### src/rtl/alu_ctrl_muldiv_pkg.sv
// Shared definitions for the EX-stage ALU control and mul/div engine:
// function codes, ALU select codes, engine state and operation types.
package alu_ctrl_muldiv_pkg;

  // R-type function codes
  localparam logic [5:0] F_SLL   = 6'h00;
  localparam logic [5:0] F_SRL   = 6'h02;
  localparam logic [5:0] F_SRA   = 6'h03;
  localparam logic [5:0] F_MFHI  = 6'h10;
  localparam logic [5:0] F_MTHI  = 6'h11;
  localparam logic [5:0] F_MFLO  = 6'h12;
  localparam logic [5:0] F_MTLO  = 6'h13;
  localparam logic [5:0] F_MULT  = 6'h18;
  localparam logic [5:0] F_MULTU = 6'h19;
  localparam logic [5:0] F_DIV   = 6'h1A;
  localparam logic [5:0] F_DIVU  = 6'h1B;
  localparam logic [5:0] F_ADD   = 6'h20;
  localparam logic [5:0] F_SUB   = 6'h22;
  localparam logic [5:0] F_AND   = 6'h24;
  localparam logic [5:0] F_OR    = 6'h25;
  localparam logic [5:0] F_XOR   = 6'h26;
  localparam logic [5:0] F_NOR   = 6'h27;
  localparam logic [5:0] F_SLT   = 6'h2A;

  // ALU select codes
  localparam logic [3:0] ALU_AND = 4'd0;
  localparam logic [3:0] ALU_OR  = 4'd1;
  localparam logic [3:0] ALU_ADD = 4'd2;
  localparam logic [3:0] ALU_XOR = 4'd3;
  localparam logic [3:0] ALU_NOR = 4'd4;
  localparam logic [3:0] ALU_SLL = 4'd5;
  localparam logic [3:0] ALU_SUB = 4'd6;
  localparam logic [3:0] ALU_SLT = 4'd7;
  localparam logic [3:0] ALU_SRL = 4'd8;
  localparam logic [3:0] ALU_SRA = 4'd9;

  typedef enum logic [1:0] {MD_IDLE, MD_MUL, MD_DIV, MD_DONE} md_state_t;

  // Encoding matches funct[1:0] of MULT/MULTU/DIV/DIVU
  typedef enum logic [1:0] {OP_MULT, OP_MULTU, OP_DIV, OP_DIVU} md_op_t;

endpackage

### src/rtl/alu_ctrl_muldiv_muldiv.sv
// muldiv_iter: iterative shift-add multiplier / restoring divider.
// Ports: clk, rst (async, active high); start/op/a/b launch an operation
// from IDLE; busy while not IDLE; done for the single DONE cycle, during
// which res_hi/res_lo carry the sign-corrected result.
module muldiv_iter
  import alu_ctrl_muldiv_pkg::*;
#(
  parameter int unsigned WIDTH = 32
) (
  input  logic             clk,
  input  logic             rst,
  input  logic             start,
  input  md_op_t           op,
  input  logic [WIDTH-1:0] a,
  input  logic [WIDTH-1:0] b,
  output logic             busy,
  output logic             done,
  output logic [WIDTH-1:0] res_hi,
  output logic [WIDTH-1:0] res_lo
);

  localparam int unsigned CW = $clog2(WIDTH + 1);

  md_state_t        state_q, state_d;
  logic [CW-1:0]    count_q, count_d;
  logic [WIDTH-1:0] acc_q, acc_d;   // product high half / partial remainder
  logic [WIDTH-1:0] lo_q, lo_d;     // multiplier / dividend -> quotient
  logic [WIDTH-1:0] opb_q, opb_d;   // multiplicand / divisor
  logic             neg_q, neg_d;   // negate product or quotient
  logic             rneg_q, rneg_d; // negate remainder
  logic             mul_q, mul_d;

  logic             sgn, is_div, div0;
  logic [WIDTH-1:0] a_mag, b_mag;
  logic [WIDTH:0]   sum, rem_sh, diff;

  always_comb begin
    state_d = state_q;
    count_d = count_q;
    acc_d   = acc_q;
    lo_d    = lo_q;
    opb_d   = opb_q;
    neg_d   = neg_q;
    rneg_d  = rneg_q;
    mul_d   = mul_q;
    sgn     = (op == OP_MULT) || (op == OP_DIV);
    is_div  = (op == OP_DIV) || (op == OP_DIVU);
    // Divide by zero runs unsigned on raw operands: the restoring loop then
    // yields an all-ones quotient and leaves the dividend as remainder.
    div0    = is_div && (b == '0);
    a_mag   = (sgn && !div0 && a[WIDTH-1]) ? -a : a;
    b_mag   = (sgn && !div0 && b[WIDTH-1]) ? -b : b;
    sum     = {1'b0, acc_q} + {1'b0, (lo_q[0] ? opb_q : '0)};
    rem_sh  = {acc_q, lo_q[WIDTH-1]};
    diff    = rem_sh - {1'b0, opb_q};

    case (state_q)
      MD_IDLE: begin
        if (start) begin
          count_d = CW'(WIDTH);
          acc_d   = '0;
          neg_d   = sgn && !div0 && (a[WIDTH-1] ^ b[WIDTH-1]);
          rneg_d  = sgn && !div0 && a[WIDTH-1];
          mul_d   = !is_div;
          if (is_div) begin
            lo_d    = a_mag;
            opb_d   = b_mag;
            state_d = MD_DIV;
          end else begin
            lo_d    = b_mag;
            opb_d   = a_mag;
            state_d = MD_MUL;
          end
        end
      end
      MD_MUL: begin
        acc_d   = sum[WIDTH:1];
        lo_d    = {sum[0], lo_q[WIDTH-1:1]};
        count_d = count_q - 1'b1;
        if (count_d == '0) state_d = MD_DONE;
      end
      MD_DIV: begin
        acc_d   = diff[WIDTH] ? rem_sh[WIDTH-1:0] : diff[WIDTH-1:0];
        lo_d    = {lo_q[WIDTH-2:0], ~diff[WIDTH]};
        count_d = count_q - 1'b1;
        if (count_d == '0) state_d = MD_DONE;
      end
      default: state_d = MD_IDLE;
    endcase
  end

  logic [2*WIDTH-1:0] prod;

  always_comb begin
    prod = {acc_q, lo_q};
    if (neg_q) prod = -prod;
    if (mul_q) begin
      res_hi = prod[2*WIDTH-1:WIDTH];
      res_lo = prod[WIDTH-1:0];
    end else begin
      res_hi = rneg_q ? -acc_q : acc_q;
      res_lo = neg_q ? -lo_q : lo_q;
    end
  end

  assign busy = (state_q != MD_IDLE);
  assign done = (state_q == MD_DONE);

  always_ff @(posedge clk or posedge rst) begin
    if (rst) begin
      state_q <= MD_IDLE;
      count_q <= '0;
      acc_q   <= '0;
      lo_q    <= '0;
      opb_q   <= '0;
      neg_q   <= 1'b0;
      rneg_q  <= 1'b0;
      mul_q   <= 1'b0;
    end else begin
      state_q <= state_d;
      count_q <= count_d;
      acc_q   <= acc_d;
      lo_q    <= lo_d;
      opb_q   <= opb_d;
      neg_q   <= neg_d;
      rneg_q  <= rneg_d;
      mul_q   <= mul_d;
    end
  end

endmodule

### src/rtl/alu_ctrl_muldiv.sv
// alu_ctrl_muldiv: EX-stage ALU control with HI/LO registers and an
// iterative mul/div engine.
// Ports: clk, rst (async, active high), en (valid EX instruction),
// alu_op/funct (decode), srca/srcb (operands); alu_control, illegal_funct,
// busy, stall, hilo_rdata (MFHI/MFLO read data), hi/lo (architectural).
module alu_ctrl_muldiv
  import alu_ctrl_muldiv_pkg::*;
#(
  parameter int unsigned WIDTH   = 32,
  parameter int unsigned FUNCT_W = 6
) (
  input  logic               clk,
  input  logic               rst,
  input  logic               en,
  input  logic [1:0]         alu_op,
  input  logic [FUNCT_W-1:0] funct,
  input  logic [WIDTH-1:0]   srca,
  input  logic [WIDTH-1:0]   srcb,
  output logic [3:0]         alu_control,
  output logic               illegal_funct,
  output logic               busy,
  output logic               stall,
  output logic [WIDTH-1:0]   hilo_rdata,
  output logic [WIDTH-1:0]   hi,
  output logic [WIDTH-1:0]   lo
);

  logic             rtype, is_md, is_hilo, issue, md_done;
  logic [WIDTH-1:0] hi_q, hi_d, lo_q, lo_d, res_hi, res_lo;

  assign rtype = (alu_op == 2'b10);

  always_comb begin
    alu_control   = ALU_ADD;
    illegal_funct = 1'b0;
    is_md         = 1'b0;
    is_hilo       = 1'b0;
    case (funct)
      F_MULT, F_MULTU, F_DIV, F_DIVU: begin is_md = 1'b1; is_hilo = 1'b1; end
      F_MFHI, F_MTHI, F_MFLO, F_MTLO: is_hilo = 1'b1;
      default: ;
    endcase
    if (alu_op == 2'b01) alu_control = ALU_SUB;
    if (rtype) begin
      case (funct)
        F_AND:   alu_control = ALU_AND;
        F_OR:    alu_control = ALU_OR;
        F_XOR:   alu_control = ALU_XOR;
        F_NOR:   alu_control = ALU_NOR;
        F_SLL:   alu_control = ALU_SLL;
        F_SRL:   alu_control = ALU_SRL;
        F_SRA:   alu_control = ALU_SRA;
        F_SLT:   alu_control = ALU_SLT;
        F_ADD:   alu_control = ALU_ADD;
        F_SUB:   alu_control = ALU_SUB;
        default: illegal_funct = !is_hilo;
      endcase
    end
  end

  assign issue = en && rtype && is_md && !busy;
  // DONE counts as busy, so HI/LO readers wait until the result is committed.
  assign stall = en && rtype && is_hilo && busy;

  always_comb begin
    hilo_rdata = '0;
    if (rtype && funct == F_MFHI) hilo_rdata = hi_q;
    if (rtype && funct == F_MFLO) hilo_rdata = lo_q;
  end

  always_comb begin
    hi_d = hi_q;
    lo_d = lo_q;
    if (md_done) begin
      hi_d = res_hi;
      lo_d = res_lo;
    end else if (en && rtype && !busy) begin
      if (funct == F_MTHI) hi_d = srca;
      if (funct == F_MTLO) lo_d = srca;
    end
  end

  always_ff @(posedge clk or posedge rst) begin
    if (rst) begin
      hi_q <= '0;
      lo_q <= '0;
    end else begin
      hi_q <= hi_d;
      lo_q <= lo_d;
    end
  end

  assign hi = hi_q;
  assign lo = lo_q;

  muldiv_iter #(.WIDTH(WIDTH)) u_muldiv (
    .clk    (clk),
    .rst    (rst),
    .start  (issue),
    .op     (md_op_t'(funct[1:0])),
    .a      (srca),
    .b      (srcb),
    .busy   (busy),
    .done   (md_done),
    .res_hi (res_hi),
    .res_lo (res_lo)
  );

endmodule

### config.mk
export PLATFORM = sky130hd
export DESIGN_NAME = alu_ctrl_muldiv
export DESIGN_NICKNAME = d
export VERILOG_FILES = /design/src/rtl/alu_ctrl_muldiv_pkg.sv /design/src/rtl/alu_ctrl_muldiv_muldiv.sv /design/src/rtl/alu_ctrl_muldiv.sv
export SDC_FILE = /design/constraint.sdc
export NUM_CORES = 1
export LEC_CHECK = 0
export CAP_MARGIN = 20
export CORE_ASPECT_RATIO = 0.8
export CORE_MARGIN = 10
export CORE_UTILIZATION = 53
export CTS_CLUSTER_SIZE = 40
export DETAILED_ROUTE_END_ITERATION = 8
export PLACE_DENSITY = 0.77
export SLEW_MARGIN = 20
export SYNTH_ARGS = -nofsm -noshare
export SYNTH_HDL_FRONTEND = slang
export SYNTH_SLANG_ARGS = --single-unit
export TNS_END_PERCENT = 10
### constraint.sdc
create_clock -name clk -period 6 [get_ports clk]
set_input_delay 1.2 -clock clk [delete_from_list [all_inputs] [get_ports clk]]
set_output_delay 1.2 -clock clk [all_outputs]
set_load 0.1 [all_outputs]
==> summary.md, run 1 <==
| Metric | Value |
|---|---|
| Status | completed |
| Initial DRC Count | 1,770 |
| Initial Utilization | 0.542 |
| Ports | 178 |
| LEAKAGE | 0.00792 µW |
| Pwr Density | 450 nW/µm² |
| Fin. Hold Viols | 0 |
| Final setup vio count | 0 |
| Mapped Area | 15,400 µm² |
| FF+latch count, synth | 171 |
| Worst R2R Setup Slack | 1.59 ns |
| Hold path startpoint | u_muldiv.opb_q[31] |
| Worst clock skew | 0.0105 ns |
| Min Clock Period, post-route | 4.66 ns |
| Layout cells sized above 1 | 0.0651 |
| Area share of the largest cell type after synthesis | 0.277 |
| # rows | 55 |
| Area leader, netlist | dfrtp_1 |
| Setup CP Type | in2out |
| PortBufs | 177 |
| Syn Inst Count | 1,944 |
| Tot GR Track Use | 0.306 |
| Via count | 16,116 |
| Post-CTS Resized | 0 |
| Crit end category | primary output |
| Hold_buf cts | 0 |
| Synth cell count leaders | nand2_1, dfrtp_1, o21ai_0, nor2_1, a21oi_1 |
| WP data required | 4.80 ns |
| CTS tree | built |
| Clock transition at path regs | 0.07 ns |
| Worst slew pin tran | 1.13 ns |
| Die H | 173 µm |
| DRC | 0 |
| Via-to-Cell Ratio | 6.68 |
| Vias in the first global route | 14,995 |
| ANT cells | 0 |
| Finished Cell Area | 18,300 µm² |
| H-tree depth | 4 |
| Clock net sink count | 171 |
| Post-route ant nets | 0 |
| R2r worst-path depth | 13 |
| Top-count cell post-synth | nand2_1 |
| Worst-case clock buffer depth | 2 |
| Synth cell types | 75 |
| RSZ-0062 raised after global routing | no |
| Core Area | 28,500 µm² |
| Die ar. | 36,400 µm² |
| CTS Buf Count | 17 |
| Reg2Reg Launch Point | u_muldiv.lo_q[31] |
| Pre-CTS WS | 1.31 ns |
| Crit path arrival time | 3.46 ns |
| Final worst slack | 1.34 ns |
| Post-synthesis sequential area ratio | 0.277 |
| Hold Path Depth | 2 |
| Main flop type after synthesis | dfrtp_1 |
| Crit share post-route | 0.777 |
| Slew HR | 0.248 |
| R2R Path End | u_muldiv.acc_q[31] |
| Total Power | 8220 µW |
| Clock insertion delay at the later pin of the skew report | 0.46 ns |
| Max Slew Vio Count | 0 |
| Wire per inst | 23.8 µm |
| Hold slack | 0.498 ns |
| Largest net degree at the start of global routing | 172 |
| Asr flop ratio synth | 1.00 |
| Post-DP Area | 17,700 µm² |
| Syn-to-layout area delta | 18.3% |
| Fin nets | 2,182 |
| Ys Warns | 0 |
| Synth area leaders | dfrtp_1, ha_1, xnor2_1 |
| Max Fclk | 0.214 GHz |
| EDFF count, synth | 0 |
| Max Cap Viol | 0 |
| DRT Wirelength | 57,500 µm |
| Post-DP HPWL | 44,100 µm |
| Max FO, Critical Path | 32 |
| Initial antenna violation count | 1 |
| Worst hold endpoint | u_muldiv.opb_q[31] |
| First-pass GRT wire length | 88,800 µm |
| CP startpoint kind | input port |
| Fin Setup TNS | 0 ns |
| Die W | 211 µm |
| Worst hold path class | reg2reg |
| VDD IR max | 0.000436 V |
| Grt ovf | 0 |
| Drt pass-1 iters | 6 |
| Net Count, Synth | 2,096 |
| Setup Buffers After CTS | 0 |
| CTS root buf | clkbuf_16 |
| Routability Congestion | 1.02 |
| Syn avg cell area | 7.94 µm² |
registers in the layout, indices dropped and copies added (netlist names):
name              count
hi                   32
u_muldiv.count_q      6
u_muldiv.mul_q        1
u_muldiv.opb_q       32
u_muldiv.neg_q        1
lo                   32
u_muldiv.state_q      2
u_muldiv.lo_q        32
u_muldiv.acc_q       32
u_muldiv.rneg_q       1
critical path, stage by stage:
cell and delay (ns):
clkdlybuf4s50_1 0.62, nor3_1 0.41, nand3_1 0.22, nor2_2 0.17, buf_4 0.35, a22o_1 0.27, buf_12 0.19
power breakdown:
group	total, µW	internal, µW	switching (µW)
Clock	1080	558	525
Sequential	2130	1530	599
Combinational	5010	1520	3480
Total	8220	3610	4610
kinds of logic (layout without fill, tap and decap cells):
kind of cell / after synthesis / in the layout / synth area share
mux: 99 / 99 / 0.0653
compound gates: 638 / 638 / 0.269
buf+inv: 199 / 298 / 0.0495
fa+ha+maj: 77 / 77 / 0.0634
flops: 171 / 171 / 0.277
xor+xnor: 177 / 177 / 0.100
simple gates: 583 / 583 / 0.175
layout make-up:
type,count,area [µm²]
inverter,67,256
sequential,171,4280
clock inverter,10,82.6
fill,2515,10200
tap,370,463
multi-input combinational,1574,10400
clock buffer,22,464
timing repair buffer,199,2280
routing by layer:
metal | share of wire | up-vias | GRT usage
met5 | 0.00031 | - | 0
met2 | 0.41 | 1048 | 0.432
met4 | 0.035 | 2 | 0.107
li1 | - | 7216 | -
met3 | 0.12 | 132 | 0.0795
met1 | 0.44 | 7718 | 0.439
through the flow:
stage | utilization | std cells
finish | 0.641 | 2413
global route | 0.641 | 2413
CTS | 0.641 | 2413
detailed placement | 0.622 | 2381
global placement | 0.622 | 2381
floorplan | - | 1944
worst max-delay path by stage:
stage	startpoint	to	slack (ns)	depth (start not counted)
floorplan	rst	hi[0]	0.17	1
global placement	srcb[0]	u_muldiv.opb_q[9]	1.39	14
detailed placement	srcb[0]	u_muldiv.opb_q[7]	1.31	14
CTS	funct[3]	hilo_rdata[10]	1.36	7
global route	funct[3]	hilo_rdata[30]	1.16	7
finish	funct[3]	hilo_rdata[10]	1.34	7
placed cells by master, fill, tap and decap left out, types with 13 or more instances in the layout:
cell / Yosys / final
a21o_1: 27 / 27
mux2_2: 14 / 14
nor3_1: 39 / 38
a21oi_1: 153 / 153
nand3_1: 19 / 17
nor4_1: 18 / 18
nand2_1: 222 / 222
o41ai_1: 14 / 14
or3_1: 20 / 20
xnor2_1: 103 / 102
nand2b_1: 20 / 19
o21ai_0: 165 / 165
xor2_1: 74 / 74
inv_1: 67 / 66
o31ai_1: 17 / 17
buf_4: 0 / 25
dfrtp_1: 171 / 171
nand4_1: 16 / 16
a31oi_1: 17 / 17
a22oi_1: 24 / 24
clkbuf_16: 0 / 17
o21ai_1: 19 / 19
a22o_1: 77 / 77
nor2_1: 154 / 152
mux2i_1: 85 / 85
o221ai_1: 30 / 30
nor2b_1: 18 / 18
a211oi_1: 15 / 15
clkdlybuf4s50_1: 0 / 139
ha_1: 75 / 74
buf_12: 0 / 35
and3_1: 13 / 13
No activity file was read; power rests on OpenSTA's default activity.
==> run 2: changes to the inputs <==
==> constraint.sdc (replaced) <==
create_clock -name clk -period 4.1 [get_ports clk]
set_input_delay 0.82 -clock clk [delete_from_list [all_inputs] [get_ports clk]]
set_output_delay 0.82 -clock clk [all_outputs]
set_load 0.1 [all_outputs]
==> summary.md, run 2 (synthesized netlist as in run 1, its figures left out) <==
| Metric | Value |
|---|---|
| Max Fclk | 0.258 GHz |
| Pwr Density | 662 nW/µm² (+47%) |
| DRT Wirelength | 61,100 µm (+6.2%) |
| CP startpoint kind | flip-flop |
| Initial DRC Count | 2,330 (+32%) |
| Max Cap Viol | 0 (unchanged) |
| Worst hold path class | reg2reg |
| CTS root buf | clkbuf_16 |
| Max Slew Vio Count | 0 (unchanged) |
| Final worst slack | 0.221 ns (-1.12 ns) |
| Crit path arrival time | 4.17 ns (+0.71 ns) |
| Fin. Hold Viols | 0 (unchanged) |
| First-pass GRT wire length | 93,100 µm (+4.8%) |
| Drt pass-1 iters | 7 (+1) |
| Setup CP Type | reg2reg |
| R2R Path End | u_muldiv.acc_q[5] |
| Syn-to-layout area delta | 24.0% |
| Critical path's largest stage delay | 0.56 ns (-0.06 ns) |
| Die ar. | 36,400 µm² (unchanged) |
| Critical Path Most Common Cell | a21oi_1 |
| Total Power | 12,700 µW (+54%) |
| Routability Congestion | 1.07 (+5.1%) |
| Die W | 211 µm (unchanged) |
| CTS tree | built |
| # rows | 55 (unchanged) |
| VDD IR max | 0.000625 V (+43%) |
| Worst R2R Setup Slack | 0.22 ns (-1.37 ns) |
| Pre-CTS WS | -0.261 ns (-1.57 ns) |
| Reg2Reg Launch Point | u_muldiv.acc_q[6] |
| LEAKAGE | 0.00844 µW (+6.5%) |
| WP buf/inv | 2 (-1) |
| Crit. path cell count | 13 (+6) |
| Slowest cell on crit path | dfrtp_1 |
| Hold slack | 0.510 ns (+0.0119 ns) |
| Most common cell after layout, fill and taps aside | nand2_1 |
| H-tree depth | 4 (unchanged) |
| Wire per inst | 24.5 µm (+2.8%) |
| Worst slew pin tran | 1.04 ns (-0.0844 ns) |
| Crit end category | flip-flop |
| Worst-path cell chain | ha_1, a21oi_1, nand2_1, o21ai_0, a21oi_1, buf_4, or3b_2, a21oi_1, xnor2_2, buf_12, mux2_2, nand2_1, o311ai_0 |
| Via count | 16,452 (+2.1%) |
| Ports | 178 (unchanged) |
| Clock net sink count | 171 (unchanged) |
| Post-DP HPWL | 47,300 µm (+7.4%) |
| Final setup vio count | 0 (unchanged) |
| RSZ-0062 raised after global routing | no |
| Setup Buffers After CTS | 0 (unchanged) |
| DRC | 0 (unchanged) |
| Post-route ant nets | 0 (unchanged) |
| Worst-case clock buffer depth | 2 (unchanged) |
| PortBufs | 177 (unchanged) |
| Worst Setup EP | u_muldiv.acc_q[5] |
| Initial Utilization | 0.542 (unchanged) |
| Crit path launch | u_muldiv.acc_q[6] |
| Largest net degree at the start of global routing | 109 (-37%) |
| Clock insertion delay at the later pin of the skew report | 0.46 ns (about the same) |
| Min Clock Period, post-route | 3.88 ns |
| Grt ovf | 0 (unchanged) |
| Fin nets | 2,261 (+3.6%) |
| CTS Buf Count | 17 (unchanged) |
| Max FO, Critical Path | 22 (-31%) |
| Crit share post-route | 0.946 |
| Slew HR | 0.302 (+0.0541) |
| Core Area | 28,500 µm² (unchanged) |
| Commonest cells after routing, fill and taps aside | nand2_1, dfrtp_1, o21ai_0 |
| Worst clock skew | 0.0119 ns (+0.00144 ns) |
| Via-to-Cell Ratio | 6.60 (-1.2%) |
| R2r worst-path depth | 13 (unchanged) |
| Clock transition at path regs | 0.07 ns (about the same) |
| Layout cells sized above 1 | 0.101 (+0.0357) |
| Tot GR Track Use | 0.324 (+0.0176) |
| Status | completed |
| WP data required | 4.39 ns (-0.41 ns) |
| Initial antenna violation count | 2 (+1) |
| Vias in the first global route | 15,114 (+0.79%) |
| Die H | 173 µm (unchanged) |
| Delay-heaviest family, CP | compound AO/OA/AOI/OAI gates |
==> run 2: area by class of cell <==
class / count / area [µm²]
repair buffers: 278 / 3010
diodes: 1 / 2.50
multi-input cells: 1574 / 10400
flip-flops and latches: 171 / 4280
clock inverters: 10 / 210
well taps: 370 / 463
fillers: 2398 / 9350
inverters: 67 / 255
clock buffers: 22 / 474
==> run 2: how the worst min path moves through the flow <==
stage,from,to,slack (ns),cells past startpoint
CTS,u_muldiv.opb_q[31],u_muldiv.opb_q[31],0.51,2
finish,u_muldiv.opb_q[30],u_muldiv.opb_q[30],0.51,2
floorplan,u_muldiv.opb_q[11],u_muldiv.opb_q[11],0.45,1
global route,u_muldiv.opb_q[31],u_muldiv.opb_q[31],0.53,2
detailed placement,u_muldiv.opb_q[30],u_muldiv.opb_q[30],0.48,2
global placement,u_muldiv.opb_q[31],u_muldiv.opb_q[31],0.47,2
==> run 2: metrics by stage <==
step | area [µm²] | util | TNS (ns) | std cells
global placement | 18400 | 0.647 | -2.69 | 2460
finish | 19100 | 0.672 | 0 | 2493
floorplan | 15400 | - | -0.431 | 1944
global route | 19100 | 0.672 | 0 | 2492
CTS | 19100 | 0.671 | 0 | 2492
detailed placement | 18400 | 0.647 | -4.59 | 2460
==> run 2: layer usage <==
layer / up-vias / track usage / share of wire
li1: 7399 / - / -
met1: 7837 / 0.474 / 0.44
met2: 1087 / 0.449 / 0.41
met3: 129 / 0.0802 / 0.12
met4: 0 / 0.110 / 0.032
met5: - / 0 / 0
==> run 2: power breakdown <==
group          switching [µW]  total [µW]  internal (µW)
combinational            5280        7650           2370
clock                     756        1950           1200
sequential                815        3060           2240
==> run 2: worst reg2reg max path, cell delays in order, from the launching register on <==
cell and delay (ns):
dfrtp_1 0.56, ha_1 0.35, a21oi_1 0.31, nand2_1 0.12, o21ai_0 0.31, a21oi_1 0.16
buf_4 0.19, or3b_2 0.47, a21oi_1 0.23, xnor2_2 0.19, buf_12 0.24, mux2_2 0.38
nand2_1 0.07, o311ai_0 0.13
==> run 2: repair_timing <==
action	in CTS	in global routing
hold buffers	0	0
resized for setup	0	2
endpoints found under the hold margin	0	0
endpoints found under the setup margin	0	17
